--- config.mk ---
export PLATFORM = sky130hd
export DESIGN_NAME = csv_formatter
export DESIGN_NICKNAME = d
export VERILOG_FILES = /design/src/rtl/csv_formatter.sv
export SDC_FILE = /design/constraint.sdc
export NUM_CORES = 1
export LEC_CHECK = 0
export CORE_ASPECT_RATIO = 0.8
export CORE_UTILIZATION = 60
export DETAILED_ROUTE_END_ITERATION = 16
export GPL_TIMING_DRIVEN = 1
export HOLD_SLACK_MARGIN = 0.03
export PLACE_DENSITY = 0.9
export SYNTH_ARGS = -nofsm -noshare
export SYNTH_HDL_FRONTEND = slang
export SYNTH_SLANG_ARGS = --single-unit
export TNS_END_PERCENT = 1
--- constraint.sdc ---
create_clock -name clk -period 16.6 [get_ports clk]
set_input_delay 1.66 -clock clk [delete_from_list [all_inputs] [get_ports clk]]
set_output_delay 1.66 -clock clk [all_outputs]
set_load 0.02 [all_outputs]
--- src/rtl/csv_formatter.sv ---
// Serializes one sensor frame into an ASCII CSV line, one character per
// valid/ready handshake, in the format "ax1,ay1,az1;ax2,ay2,az2,jx,jy,btn\n".
module csv_formatter #(
  parameter int AW = 16,
  parameter int JW = 12
) (
  input  logic          clk,
  input  logic          rst_n,
  input  logic [AW-1:0] ax1,
  input  logic [AW-1:0] ay1,
  input  logic [AW-1:0] az1,
  input  logic [AW-1:0] ax2,
  input  logic [AW-1:0] ay2,
  input  logic [AW-1:0] az2,
  input  logic [JW-1:0] jx,
  input  logic [JW-1:0] jy,
  input  logic          btn,
  input  logic          frame_val,
  output logic          frame_rdy,
  output logic [7:0]    char_out,
  output logic          char_val,
  input  logic          char_rdy,
  output logic          busy,
  output logic          line_done
);

  typedef enum logic [1:0] {IDLE, DIGIT, SEP} state_t;

  state_t      state_reg;
  logic [3:0]  field_reg;
  logic [15:0] rem_reg;
  logic [2:0]  pidx_reg;
  logic [15:0] vals_reg [9];
  logic [15:0] frame_in [9];

  assign frame_in[0] = 16'(ax1);
  assign frame_in[1] = 16'(ay1);
  assign frame_in[2] = 16'(az1);
  assign frame_in[3] = 16'(ax2);
  assign frame_in[4] = 16'(ay2);
  assign frame_in[5] = 16'(az2);
  assign frame_in[6] = 16'(jx);
  assign frame_in[7] = 16'(jy);
  assign frame_in[8] = 16'(btn);

  function automatic logic [16:0] pow_of(input logic [2:0] p);
    case (p)
      3'd4:    return 17'd10000;
      3'd3:    return 17'd1000;
      3'd2:    return 17'd100;
      3'd1:    return 17'd10;
      default: return 17'd1;
    endcase
  endfunction

  function automatic logic [2:0] start_pow(input logic [15:0] v);
    if (v >= 16'd10000)     return 3'd4;
    else if (v >= 16'd1000) return 3'd3;
    else if (v >= 16'd100)  return 3'd2;
    else if (v >= 16'd10)   return 3'd1;
    else                    return 3'd0;
  endfunction

  // Largest d in 0..9 with d*pow <= r.
  function automatic logic [3:0] digit_of(input logic [15:0] r, input logic [2:0] p);
    logic [16:0] pw;
    logic [3:0]  d;
    pw = pow_of(p);
    d  = 4'd0;
    for (int k = 1; k <= 9; k++) begin
      if (17'(k) * pw <= {1'b0, r}) d = 4'(k);
    end
    return d;
  endfunction

  logic [3:0]  cur_digit;
  logic [15:0] step_rem;
  logic [2:0]  step_pidx;
  logic [3:0]  step_digit;
  logic [3:0]  next_field;
  logic [15:0] load_val;
  logic [2:0]  load_pidx;
  logic [3:0]  load_digit;
  logic [7:0]  sep_char;

  always_comb begin
    cur_digit  = digit_of(rem_reg, pidx_reg);
    // d*pow never exceeds rem, so the product fits in 16 bits.
    step_rem   = rem_reg - 16'(17'(cur_digit) * pow_of(pidx_reg));
    step_pidx  = pidx_reg - 3'd1;
    step_digit = digit_of(step_rem, step_pidx);
    next_field = (state_reg == IDLE || field_reg == 4'd8) ? 4'd0 : field_reg + 4'd1;
    load_val   = (state_reg == IDLE) ? frame_in[0] : vals_reg[next_field];
    load_pidx  = start_pow(load_val);
    load_digit = digit_of(load_val, load_pidx);
    if (field_reg == 4'd8)      sep_char = 8'h0A;
    else if (field_reg == 4'd2) sep_char = 8'h3B;
    else                        sep_char = 8'h2C;
  end

  always_ff @(posedge clk) begin
    if (!rst_n) begin
      state_reg <= IDLE;
      field_reg <= 4'd0;
      rem_reg   <= 16'd0;
      pidx_reg  <= 3'd0;
      char_out  <= 8'h00;
      char_val  <= 1'b0;
      busy      <= 1'b0;
      line_done <= 1'b0;
      frame_rdy <= 1'b1;
    end else begin
      line_done <= 1'b0;
      case (state_reg)
        IDLE: begin
          if (frame_val) begin
            for (int i = 0; i < 9; i++) vals_reg[i] <= frame_in[i];
            field_reg <= 4'd0;
            rem_reg   <= load_val;
            pidx_reg  <= load_pidx;
            char_out  <= 8'h30 + {4'h0, load_digit};
            char_val  <= 1'b1;
            busy      <= 1'b1;
            frame_rdy <= 1'b0;
            state_reg <= DIGIT;
          end
        end
        DIGIT: begin
          if (char_rdy) begin
            if (pidx_reg != 3'd0) begin
              rem_reg  <= step_rem;
              pidx_reg <= step_pidx;
              char_out <= 8'h30 + {4'h0, step_digit};
            end else begin
              char_out  <= sep_char;
              state_reg <= SEP;
            end
          end
        end
        SEP: begin
          if (char_rdy) begin
            if (field_reg != 4'd8) begin
              field_reg <= next_field;
              rem_reg   <= load_val;
              pidx_reg  <= load_pidx;
              char_out  <= 8'h30 + {4'h0, load_digit};
              state_reg <= DIGIT;
            end else begin
              field_reg <= 4'd0;
              char_out  <= 8'h00;
              char_val  <= 1'b0;
              busy      <= 1'b0;
              frame_rdy <= 1'b1;
              line_done <= 1'b1;
              state_reg <= IDLE;
            end
          end
        end
        default: state_reg <= IDLE;
      endcase
    end
  end

endmodule

# Word level (Yosys, flattened, before mapping)
# Memory sizes are Yosys's and may differ from the RTL's.
# Cells that the tools add are included.
[word_totals]
ff_bits = 36
ram_bits = 144
input_bits = 125
mem_count = 1
[memory_table]
columns = ["memory", "depth", "word_bits", "read_ports", "rd_ports_with_merged_regs", "write_ports", "line", "text"]
rows = [
  ["vals_reg", 9, 16, 1, 0, 9, "33", "logic [15:0] vals_reg [9];"],
]
[op_classes]
addsub = 5
n_mul = 16
n_lt_le_gt_ge = 31
eq_ne = 24
n_mux = 79
n_reduce_logical = 11
[op_table]
columns = ["operator", "count"]
rows = [
  ["17-bit by 16-bit less-or-equal comparator with 1-bit output", 27],
  ["14-bit one-hot mux with 4 select lines", 3],
  ["4-bit 2-to-1 mux", 28],
  ["3-bit by 17-bit multiplier with 17-bit output, first input constant", 6],
  ["16-bit 2-to-1 mux", 6],
  ["2-bit by 17-bit multiplier with 16-bit output, first input constant", 3],
  ["2-bit by 17-bit multiplier with 17-bit output, first input constant", 3],
  ["4-bit by 17-bit multiplier with 17-bit output, first input constant", 3],
  ["16-bit one-hot mux with 3 select lines", 1],
  ["8-bit 2-to-1 mux", 4],
  ["8-bit one-hot mux with 3 select lines", 1],
  ["3-bit by 2-bit equality test with 1-bit output, second input constant", 6],
  ["3-bit 2-to-1 mux", 6],
  ["4-bit by 17-bit multiplier with 16-bit output", 1],
  ["16-bit by 10-bit greater-or-equal comparator with 1-bit output, second input constant", 1],
  ["16-bit by 14-bit greater-or-equal comparator with 1-bit output, second input constant", 1],
  ["16-bit by 4-bit greater-or-equal comparator with 1-bit output, second input constant", 1],
  ["16-bit by 7-bit greater-or-equal comparator with 1-bit output, second input constant", 1],
  ["1-bit 2-to-1 mux", 16],
  ["16-bit subtractor", 1],
  ["6-bit by 4-bit adder with 7-bit output, first input constant", 2],
  ["2-bit inequality test, second input constant", 7],
  ["2-bit 2-to-1 mux", 6],
  ["4-bit AND reduction", 3],
  ["22 further kinds", 29],
]

# Depth between registers and ports, before layout
[logic_depth]
depth_word = 28
ltp_mapped = 58
ltp_nobuf = 58

# Worst setup path after synthesis
# No wires, ideal clock.
[synth_timing]
path_kind = "register -> register"
startpoint = "reg pidx_reg[0]"
endpoint = "reg char_out[1]"
setup_time_ns = 0.074
arrival_ns = 10.893
required_ns = 16.526
slack_ns = 5.633
path_stages_with_launch = 52
path_buffers = 0
path_cell_list = "dfxtp_1 -> inv_1 -> ha_1 -> nand2_1 -> nand2_1 -> inv_1 -> nand2_1 -> nand2_1 -> inv_1 -> nor2_1 -> inv_1 -> fa_1 -> ha_1 -> a21oi_1 -> o21bai_1 -> a21oi_1 -> o22ai_1 -> a21oi_1 -> [... 16 more ...] -> ha_1 -> o211a_1 -> a211oi_1 -> a21oi_1 -> a31oi_1 -> xor2_1 -> ha_1 -> nand4_1 -> or2_2 -> nor4_1 -> nand4_1 -> nor3b_1 -> a21oi_1 -> nor2_1 -> nand2_1 -> nor4_1 -> or3_1 -> a31oi_1"
[synth_between]
elab_chain_len = 28
word_cells_on_any_way = 64
classes_between = "add/sub: 3; mul: 11; order compare: 18; eq/ne: 8; mux: 23; reduce/logical: 1"
[synth_rtl]
columns = ["element", "line", "text"]
rows = [
  ["from (decl)", "32", "logic [2:0] pidx_reg;"],
  ["from (signal assigned)", "120", "pidx_reg <= load_pidx;"],
  ["from (signal assigned)", "132", "pidx_reg <= step_pidx;"],
  ["from (signal assigned)", "145", "pidx_reg <= load_pidx;"],
  ["parallel branches: the longest is 25 deep, another holds 2-bit by 17-bit multiplier with 17-bit output", "-", ""],
  ["8-bit 2-to-1 mux (*)", "130", "if (pidx_reg != 3'd0) begin"],
  ["8-bit 2-to-1 mux (*)", "129", "if (char_rdy) begin"],
  ["8-bit one-hot mux with 3 select lines (*)", "114", "case (state_reg)"],
  ["to (signal assigned)", "121", "char_out <= 8'h30 + {4'h0, load_digit};"],
  ["to (signal assigned)", "133", "char_out <= 8'h30 + {4'h0, step_digit};"],
  ["to (signal assigned)", "135", "char_out <= sep_char;"],
  ["to (decl)", "20", "output logic [7:0] char_out,"],
]
# Every way passes the cells marked *. The select of a mux whose other input is x is not followed.
# A chain may end at the register's enable or synchronous reset.

# Worst setup path in the final report
# Ends and elaborated chain as after synthesis.

==> results.txt <==
* Max_slew headroom: 11.9%
* Post-synth top area share: between 20% and 30%
- After routing the design area is around 23000 um2.
* DRC Markers: 0
- Max-slew violation total from the final report: 0
- The floorplan has slightly below 60 rows.
* Number of enable flip-flop cells after synthesis: approximately 120
- At the later pin of the worst-skew pair, clock insertion delay measures 0.44 ns.
- Fillers: 2527
- After layout, the worst setup slack is slightly above 2 ns.
- Via count normalized by instance count: ~6.8
- In this run the cell area of the synthesized design comes to around 20000 um2.
- In this run, synthesis produced a sequential element count of 155.
- Pin placement for this block handled about 140 I/O pins.
- The run finished with clean final reports.
- Static timing analysis puts the maximum clock frequency at 0.0686 GHz.
- The routed layout has roughly 20k vias.
* Total setup buffers inserted after CTS: 0
- The floorplan step defined a die boundary enclosing 34700 um2.
- Counting along the longest clock path gives a buffer depth of 2.
- The first global-routing pass estimated around 100 mm of wire.
- Counting instances in the post-synthesis netlist gives the leading cell types as sky130_fd_sc_hd__ha_1 (425), sky130_fd_sc_hd__inv_1 (216), sky130_fd_sc_hd__a21oi_1 (198), sky130_fd_sc_hd__nand2_1 (144), sky130_fd_sc_hd__nor2_1 (137).
- Top post-synthesis cells by area: sky130_fd_sc_hd__ha_1 (26%), sky130_fd_sc_hd__edfxtp_1 (18%), sky130_fd_sc_hd__fa_1 (5.0%), sky130_fd_sc_hd__a21oi_1 (4.9%), sky130_fd_sc_hd__inv_1 (4.0%)
- The register with the most flip-flops in the layout has 121 of them.
- For the worst setup path, the data required time is between 15 and 20 ns.
* Hold crit path type: flip-flop to flip-flop
- Antenna-violating nets left: 0
- CTS built an H-tree with a depth of 4.
* X dimension of the die: approximately 210 um
* Critical path class: flip-flop to flip-flop
- Entering global routing, the biggest net connects 81 pins.
- Synthesized area per cell: a little under 9 um2
* DRC violation total after the first TritonRoute iteration: around 2.5k
- Number of unique standard cell types used by synthesis: 95
* Minimum clock period after layout: between 10 and 15 ns
* Post-detailed-routing wire length: ~67 mm
* Gates resized, CTS repair: 0
- The initial antenna violation count was 1.
* IO Port Bufs: 134
- Global routing consumed, over all layers together, around two fifths of the routing resources.
- Placeable Area: between 30000 and 40000 um2
- Area used by multi-input combinational logic: approximately 15000 um2
- Cell area after placement: ~22000 um2
- TritonCTS built the clock tree.
- Buffers inserted during clock tree synthesis total 17.
- Syn Inst Count: around 2.3k
- The hold violation total from the final report is 0.
* Setup repair after global routing missed its margin: false
- Sequential cells were found to cover a little over a fifth of the synthesized design area.
- Once the floorplan was initialized, standard cells occupied 61.8% of the core.
- Dividing the detail-routed wire length by the instance count gives ~23 um.
* Async S/R FF share, synth: 0%
- Clock-pin slew was measured on the worst setup and hold paths at 0.07 ns.
- Global-route congestion overflow total: 0
* Total Nets Final: a little over 3k
- CTS saw roughly 160 sinks.
* Floorplan die height: ~170 um
* Setup Skew: between 0.01 and 0.015 ns
- Most used standard cell by instance count after synthesis: sky130_fd_sc_hd__ha_1
- Arrival time of data at the critical path endpoint: 14.94 ns
- In this design, the stage delay of the slowest critical-path cell is a little over 0.9 ns.
* Most used flip-flop cell after synthesis: sky130_fd_sc_hd__edfxtp_1
- Worst-Margin Slew: between 1 and 1.5 ns
- Kind of launch point of the worst setup path: flip-flop
- The first detailed-routing pass ran for 7 iterations.
* Critical path peak fanout: 19
* RePlAce Congestion: about 1
- The tree is rooted in a sky130_fd_sc_hd__clkbuf_16.
- After layout, the worst path uses roughly 90% of the clock period.
* Final setup vio count: 0
- CP endpoint kind: flip-flop
* Layout overhead on the synthesized area: 12.4%
* Warnings from Yosys: 0
- Summing all flip-flop and latch instances after layout gives between 4000 and 5000 um2.
- The number of global-route vias before repair was ~19k.
* HPWL Detailed: ~50 mm
* Max cap viols: 0
- sky130_fd_sc_hd__ha_1 takes more of the synthesized area than any other cell.
- Among all stages on the critical path, the largest delay is contributed by sky130_fd_sc_hd__xor2_1.
- Timing analysis after detailed placement gives a worst setup slack of ~2.4 ns.
- Adding up every negative setup slack in the final design gives 0 ns.
- For this design, the CTS-stage hold fixing added 0 buffers.
* Proportion of layout cells with a drive suffix above 1: 4.80%
[cell usage in the layout (no fill, tap or decap), drive strengths merged, types with 15 or more instances in the layout]
master / n
a211oi: 42
nand2: 146
a21oi: 198
nand3: 65
xor2: 28
and3: 15
clkdlybuf4s50: 134
inv: 226
nor2: 139
buf: 31
dfxtp: 34
xnor2: 54
nor3: 47
fa: 51
nand2b: 29
conb: 26
mux2i: 16
o21bai: 18
clkbuf: 17
ha: 425
nand4: 65
o21a: 37
o211ai: 30
nor2b: 30
a31oi: 43
a21o: 65
o21ai: 139
edfxtp: 121
[cell type report]
cell class | instances | area share (%)
multi-input combinational | 1911 | 65.8
sequential | 155 | 18.8
timing repair buffer | 165 | 6.87
inverter | 218 | 3.57
tap | 427 | 2.33
clock buffer | 17 | 1.86
clock inverter | 15 | 0.748
antenna | 1 | 0.0109
[worst max-delay path: cells and delay by family (launching register included)]
kind | cells | cell delay (ns)
AND/OR/NAND/NOR | 19 | 4.53
buffers and inverters | 7 | 1.32
adder cells (fa/ha/maj) | 9 | 3.68
flip-flops | 1 | 0.43
AO/OA/AOI/OAI | 15 | 3.42
XOR/XNOR | 2 | 1.09
[per-stage QoR]
| step | utilization [%] | hold WS, ns | instances |
|---|---|---|---|
| after detailed placement | 67.6 | 0.447 | 2876 |
| after floorplan | - | 0.432 | 2341 |
| after global placement | 67.6 | 0.440 | 2876 |
| final | 69.4 | 0.461 | 2909 |
| after CTS | 69.4 | 0.457 | 2908 |
| after global routing | 69.4 | 0.481 | 2908 |
[final timing paths]
path                            cells past startpoint        start  slack (ns)           to
worst max register to register                     52  pidx_reg[0]        2.02  char_out[1]
worst max-delay path                               52  pidx_reg[0]        2.02  char_out[1]
worst min register to register                      2   rem_reg[8]        0.46   rem_reg[8]
worst min-delay path                                2   rem_reg[8]        0.46   rem_reg[8]
[per-layer routing]
metal	track usage [%]	part of all wire [%]
met2	61.0	44
met1	51.0	41
met4	15.6	4.0
met3	7.56	11
met5	0	0
[cells by family after synthesis]
| group | synth area share (%) |
|---|---|
| adder cells (fa/ha/maj) | 31.1 |
| AND/OR/NAND/NOR | 15.1 |
| other | 0.0368 |
| buffers and inverters | 5.43 |
| XOR/XNOR | 3.52 |
| multiplexers | 1.72 |
| AO/OA/AOI/OAI | 21.9 |
| flip-flops | 21.2 |
Power is not shown: default switching activity piles up to over one toggle a cycle in this logic, so the estimate is an artifact.
